$ cat src/rtl/stream_demux_buffer.sv
// Purpose: gathers LANES-wide input beats into one MAX-element frame, with early close on flush.
// Latency: out_valid rises the cycle after the completing or flushing accept; the frame is held in registers.
// Backpressure: while a frame is presented, in_ready follows out_ready, so a stalled consumer stalls the producer.
module stream_demux_buffer #(
    parameter int WIDTH = 8,
    parameter int MAX   = 16,
    parameter int LANES = 1   // MAX must be an integer multiple of LANES
) (
    input  logic                       clk,
    input  logic                       rst,
    input  logic [WIDTH-1:0]           in_data [0:LANES-1],
    input  logic                       in_valid,
    output logic                       in_ready,
    input  logic                       flush,
    output logic [WIDTH-1:0]           out_data [0:MAX-1],
    output logic                       out_valid,
    input  logic                       out_ready,
    output logic [$clog2(MAX+1)-1:0]   count
);

    localparam int BEATS = MAX / LANES;
    localparam int IDXW  = (BEATS > 1) ? $clog2(BEATS) : 1;
    localparam int CW    = $clog2(MAX + 1);
    localparam logic [IDXW-1:0] IDX_ONE = IDXW'(1);

    typedef enum logic {FILL, FULL} state_t;

    state_t           state_q;
    logic [IDXW-1:0]  idx_q;
    logic [CW-1:0]    count_q;
    logic [WIDTH-1:0] data_q [0:MAX-1];

    // Frame assembly, hand-off and flush padding; reset wins over every other input.
    always_ff @(posedge clk) begin
        if (rst) begin
            state_q <= FILL;
            idx_q   <= '0;
            count_q <= '0;
            for (int e = 0; e < MAX; e++) begin
                data_q[e] <= '0;
            end
        end else begin
            case (state_q)
                FILL: begin
                    if (in_valid) begin
                        // Beat lands in slot group idx; untouched slots keep their old contents.
                        for (int e = 0; e < MAX; e++) begin
                            if (e / LANES == int'(idx_q)) begin
                                data_q[e] <= in_data[e % LANES];
                            end
                        end
                        if (int'(idx_q) == BEATS - 1) begin
                            // Completing beat: a simultaneous flush has nothing left to pad.
                            state_q <= FULL;
                            count_q <= CW'(MAX);
                            idx_q   <= '0;
                        end else if (flush) begin
                            // Beat is kept, everything after it is zeroed.
                            for (int e = 0; e < MAX; e++) begin
                                if (e / LANES > int'(idx_q)) begin
                                    data_q[e] <= '0;
                                end
                            end
                            state_q <= FULL;
                            count_q <= CW'((int'(idx_q) + 1) * LANES);
                            idx_q   <= '0;
                        end else begin
                            idx_q <= idx_q + IDX_ONE;
                        end
                    end else if (flush && (idx_q != '0)) begin
                        // Flush of a non-empty partial frame; an empty frame ignores flush.
                        for (int e = 0; e < MAX; e++) begin
                            if (e / LANES >= int'(idx_q)) begin
                                data_q[e] <= '0;
                            end
                        end
                        state_q <= FULL;
                        count_q <= CW'(int'(idx_q) * LANES);
                        idx_q   <= '0;
                    end
                end
                FULL: begin
                    // Flush is meaningless here; without out_ready everything holds.
                    if (out_ready) begin
                        if (in_valid) begin
                            // Hand-off and first beat of the next frame in the same cycle.
                            for (int e = 0; e < MAX; e++) begin
                                if (e / LANES == 0) begin
                                    data_q[e] <= in_data[e % LANES];
                                end
                            end
                            if (BEATS == 1) begin
                                // Single-beat frames: that beat is already a whole frame.
                                count_q <= CW'(MAX);
                                idx_q   <= '0;
                            end else begin
                                state_q <= FILL;
                                count_q <= '0;
                                idx_q   <= IDX_ONE;
                            end
                        end else begin
                            state_q <= FILL;
                            count_q <= '0;
                            idx_q   <= '0;
                        end
                    end
                end
                default: begin
                    state_q <= FILL;
                end
            endcase
        end
    end

    // Ready/valid are decoded from the registered state; in_ready is combinational on out_ready in FULL.
    assign in_ready  = (state_q == FILL) ? 1'b1 : out_ready;
    assign out_valid = (state_q == FULL);
    assign count     = count_q;
    assign out_data  = data_q;

endmodule

$ cat config.mk
export PLATFORM = sky130hd
export DESIGN_NAME = stream_demux_buffer
export DESIGN_NICKNAME = d
export VERILOG_FILES = /design/src/rtl/stream_demux_buffer.sv
export SDC_FILE = /design/constraint.sdc
export NUM_CORES = 1
export LEC_CHECK = 0
export CAP_MARGIN = 20
export CORE_MARGIN = 5
export CORE_UTILIZATION = 49
export DETAILED_ROUTE_END_ITERATION = 10
export GPL_TIMING_DRIVEN = 0
export PLACE_DENSITY = 0.91
export SYNTH_ARGS = -nofsm -noshare
export SYNTH_HDL_FRONTEND = slang
export SYNTH_SLANG_ARGS = --single-unit
$ cat constraint.sdc
create_clock -name clk -period 3.1 [get_ports clk]
set_input_delay 0.31 -clock clk [delete_from_list [all_inputs] [get_ports clk]]
set_output_delay 0.31 -clock clk [all_outputs]
set_load 0.1 [all_outputs]
* Word level (Yosys, flattened, before mapping) *
Index checks and enable logic that the tools add are counted.

operators by class
  add/subtract/negate cells = 2
  $lt $le $gt $ge = 30
  eq/ne operators = 22
  multiplexer cells = 73
  bitwise logic cells = 1
  reduce and logical (&&, ||, !) cells = 36

operator list
  cell                                                number
  two-way mux 8 bit                                   48
  two-way mux 128 bit                                 2
  two-way mux 120 bit                                 2
  AND reduction 3 bit                                 15
  == test 4 bit, first input constant                 8
  > comparator 4 bit, first input constant            8
  nonzero test 2 bit                                  15
  >= comparator 4 bit, first input constant           7
  two-way mux 5 bit                                   5
  two-way mux 4 bit                                   5
  == test 3 x 4 -> 1 bit, first input constant        4
  >= comparator 3 x 4 -> 1 bit, first input constant  4
  > comparator 3 x 4 -> 1 bit, first input constant   4
  case mux 8 bit (2 select lines)                     1
  case mux 5 bit (2 select lines)                     1
  inequality test 3 bit, second input constant        3
  == test 2 x 4 -> 1 bit, first input constant        2
  >= comparator 1 x 4 -> 1 bit, first input constant  2
  >= comparator 2 x 4 -> 1 bit, first input constant  2
  > comparator 2 x 4 -> 1 bit, first input constant   2
  case mux 4 bit (2 select lines)                     1
  two-way mux 1 bit                                   7
  adder 4 x 1 -> 5 bit, second input constant         1
  AND reduction 5 bit                                 1
  12 further kinds                                    14

word-level totals
  register bits = 138
  input port bits = 13
  word-level logic and storage cells = 183

* Depth between registers and ports, before layout *
  depth in word-level cells = 7
  gate-level depth with buffers = 8
  gate-level depth less buffers = 6

* Least setup slack after synthesis *
Ideal clock, no wire load.

  kind = register to register
  from = register state_q (netlist: out_valid)
  to = register state_q (netlist: out_valid)
  library setup time = 0.082 ns
  arrival = 2.171 ns
  slack = 0.847 ns
  stages on the path, launching flop included = 4
  buffers on the path = 1
  clock period less this slack = 2.253 ns
  cells stage by stage = dfxtp_1 > buf_2 > nand2b_1 > a21oi_1

between the ends
  longest elaborated chain between the ends = 2

RTL lines
  item                               RTL line  source
  start: declaration                 28        state_t state_q;
  start signal: assignment           36        state_q <= FILL;
  start signal: assignment           54        state_q <= FULL;
  start signal: assignment           64        state_q <= FULL;
  inverter 1 bit (no source line)    -
  case mux 1 bit (2 select lines) *  43        case (state_q)

Every way passes the cells marked *; elsewhere a longest branch is shown, timed or not.
A chain may end at the register's enable or synchronous reset.

* Worst setup path in the final report *
  from = register idx_q[0]
  to = register data_q (netlist bit out_data[34])

between the ends
  longest elaborated chain between the ends = 6
  elaborated cells on any way between the ends = 14

RTL lines
  item                                                        RTL line  source
  start: declaration                                          29        logic [IDXW-1:0] idx_q;
  start signal: assignment                                    68        idx_q <= idx_q + IDX_ONE;
  branches (longest 6 deep; another with > comparator 4 bit)  -
  end signal: indexed assignment                              49        data_q[e] <= in_data[e % LANES];
  end signal: indexed assignment                              89        data_q[e] <= in_data[e % LANES];
  end: declaration                                            31        logic [WIDTH-1:0] data_q [0:MAX-1];

Parallel ways; which one is timed is not known.

==> flow_summary_export.csv <==
group,metric,value,unit
yosys,synthFlopType,"dfxtp_1",
clocking,clock_path_buffers,2,
cells_and_area,fillers,984,
clocking,cts_setup_buffers,0,
setup_path,criticalPathCategory,"reg2reg",
timing,tightest_slew,1.01,ns
global_routing,antenna_found_initial,0,
placement,hpwl,12.8,mm
status,status,"finished clean",
global_routing,grt_pass1_vias,5431,
detailed_routing,dr.pass1.iters,5,
cells_and_area,syn_to_final_growth,36.7,%
clocking,clkLatencyLatePin,0.42,ns
detailed_routing,routed_via_density,5.86,
clocking,ctsRootBufferMaster,"clkbuf_16",
global_routing,grt_max_degree,17,
yosys,synth_edf_count,0,
yosys,syn-num-nets,656,
clocking,cts_tree,"done",
yosys,synth.distinct_cells,61,
timing,fin_crit_sh,88.8,%
timing,worst_hold_slack,0.468,ns
yosys,synth_compound_area_share,26.0,%
global_routing,busiest_layer,"met2",
global_routing,grt.overflow.total,0,
yosys,syn_avg_cell_area,9.23,sq um
pwr,power_leakage,2.84,nW
yosys,synth_mux_area_share,2.91,%
cells_and_area,stdcell_count,961,
setup_path,critPathCaptureType,"flop",
yosys,synth_xor_xnor_area_share,0.149,%
placement,io_buffers,146,
placement,placed_cells,930,
setup_path,startpoint_type,"flop",
yosys,synth_top_family_by_area,"compound AO/OA/AOI/OAI gates",
pwr,power_density,507,mW/mm^2
clocking,hold_buffers,0,
placement,placed_area,0.00753,sq mm
timing,fin_tns_setup,0,ns
timing,rsz0062_at_grt,"no",
timing,fin_skew,0.00618,ns
timing,setup_viol,0,
floorplan,initial_core_util,49.4,%
timing,slew_headroom,32.3,%
yosys,synth_seq_area_share,47.0,%
pwr,ir_drop,0.467,mV
detailed_routing,wl,18.6,mm
detailed_routing,vias,5627,
global_routing,grtUsageMet3,6.69,%
yosys,synth_fa_ha_area_share,1.28,%
cells_and_area,finalNetCount,821,
cells_and_area,drive_above_1_share,10.2,%
yosys,synth-warning-count,0,
run,maxCapViolCount,0,
placement,routabilityCongestion,0.945,
floorplan,ios,148,
yosys,netlist_instances,637,
global_routing,grtUsageMet2,41.6,%
floorplan,rows,40,
timing,period_needed,2.75,ns
yosys,syn_area,0.00588,sq mm
detailed_routing,drc,0,
timing,maxSlewViolCount,0,
setup_path,worstPathRequired,3.37,ns
yosys,synthSimpleGateAreaFrac,17.2,%
detailed_routing,drt_iter0_markers,522,
global_routing,grt_pass1_wl,29.1,mm
min_path,hold_class,"reg2reg",
detailed_routing,wl_per_cell,19.4,um
global_routing,use_met1,32.4,%
clocking,cts_resized,0,
timing,hold_viol,0,
clocking,cts.htree.levels,4,
global_routing,track_usage,25.8,%
timing,max_freq,0.363,GHz
cells_and_area,antenna_cells,0,
clocking,numCtsBuffers,17,
yosys,synthArstFlopShare,0,%
setup_path,arrival,3.02,ns
cells_and_area,final_design_area_no_fill,0.00804,sq mm
floorplan,die_w,120,um
detailed_routing,ant_nets,0,
floorplan,die_h,120,um
clocking,clk_pin_slew_worst_paths,0.06,ns
floorplan,dieArea,0.0143,sq mm
floorplan,core_area,0.0119,sq mm
clocking,clock_sinks,138,
setup_path,path_max_fanout,9,
yosys,yosys_register_bits,138,
-- cells in the mapped netlist, types with 3 or more instances --
cell type	number	share of area (%)
a211oi_1	29	3.7
a21oi_1	25	2.1
a21oi_2	5	0.74
a221oi_1	16	2.4
a22o_1	32	4.8
a22oi_1	9	1.1
a31o_2	3	0.45
a31oi_2	5	1.1
and2_1	3	0.32
and3_1	3	0.32
buf_2	11	0.94
buf_4	5	0.64
clkbuf_1	28	1.8
dfxtp_1	138	47
ha_1	6	1.3
inv_1	31	2.0
mux2i_1	16	2.7
nand2_1	21	1.3
nand2b_1	29	3.1
nand3_1	9	0.77
nand3b_1	10	1.3
nand4_1	4	0.43
nor2_1	57	3.6
nor2_2	3	0.32
nor2b_1	15	1.6
nor3_1	11	0.94
o211ai_1	3	0.38
o21ai_0	57	4.8
o21ai_1	9	0.77
o32ai_1	6	0.89
-- layout by cell type, fill, tap and decap left out, types with 10 or more instances in the layout --
cell type	count
a211oi_1	29
a21oi_1	25
a221oi_1	16
a22o_1	32
buf_2	11
clkbuf_1	28
clkbuf_16	17
clkdlybuf4s50_1	146
dfxtp_1	138
inv_1	31
mux2i_1	16
nand2_1	21
nand2b_1	29
nand3b_1	10
nor2_1	57
nor2b_1	15
nor3_1	11
o21ai_0	57
-- sequential cells by signal, summed over array words and instances (netlist names) --
| name | cells |
|---|---|
| count | 5 |
| out_valid | 1 |
| idx_q | 4 |
| out_data | 128 |
-- power by group --
group	leakage (nW)	total, W	internal (W)	switching [W]
logic	1.47	0.000508	0.000130	0.000378
registers	1.11	0.00180	0.00179	0.0000127
clock network	0.255	0.00176	0.00101	0.000758
-- logic make-up (layout without fill, tap and decap cells) --
group                      Yosys count  in the layout
DFF                                138            138
buffers and inverters               77            254
adders and majority gates            6              6
muxes                               17             17
xor gates and xnor gates             1              1
AOI/OAI and AO/OA                  215            215
and+or+nand+nor                    183            183
-- final timing paths --
| path | startpoint | endpoint | slack (ns) | cells past startpoint |
|---|---|---|---|---|
| max | idx_q[0]$_SDFFE_PP0P_ | out_data[34]$_SDFFE_PP0P_ | 0.35 | 7 |
| min | out_data[88]$_SDFFE_PP0P_ | out_data[88]$_SDFFE_PP0P_ | 0.47 | 2 |
| max reg2reg | idx_q[0]$_SDFFE_PP0P_ | out_data[34]$_SDFFE_PP0P_ | 0.35 | 7 |
| min reg2reg | out_data[88]$_SDFFE_PP0P_ | out_data[88]$_SDFFE_PP0P_ | 0.47 | 2 |
-- worst max-delay path, cell delays in order, from the launching register on --
cell	delay, ns
dfxtp_1	0.37
clkbuf_1	0.38
inv_1	0.24
ha_1	0.34
or3b_4	0.31
nand3_1	0.09
a221oi_2	0.67
o21ai_0	0.20
-- routing by layer --
| metal | vias up | share of wire, % | wire length, um |
|---|---|---|---|
| li1 | 2648 | - | - |
| met1 | 2645 | 42 | 7860 |
| met2 | 288 | 47 | 8760 |
| met3 | 46 | 8.1 | 1500 |
| met4 | 0 | 2.7 | 503 |
| met5 | - | 0 | 0 |
-- metrics by stage --
step | total power, W | utilization, % | worst slack, ns
6_report | 0.00408 | 67.5 | 0.346
5_1_grt | 0.00420 | 67.5 | 0.150
3_3_place_gp | 0.00233 | 63.2 | 0.254
2_1_floorplan | 0.00219 | - | 0.847
3_5_place_dp | 0.00234 | 63.2 | 0.280
4_1_cts | 0.00408 | 67.5 | 0.266
-- area by class of cell --
class / count / area (sq um) / share of cell area (%)
Clock inverter: 13 / 81.3 / 1.01
Sequential cell: 138 / 2760 / 34.4
Clock buffer: 18 / 429 / 5.34
Tap cell: 147 / 184 / 2.29
Inverter: 33 / 124 / 1.54
Buffer: 44 / 199 / 2.47
Timing Repair Buffer: 146 / 1460 / 18.2
Multi-Input combinational cell: 422 / 2800 / 34.8
Power figures use the tool's default switching activity.
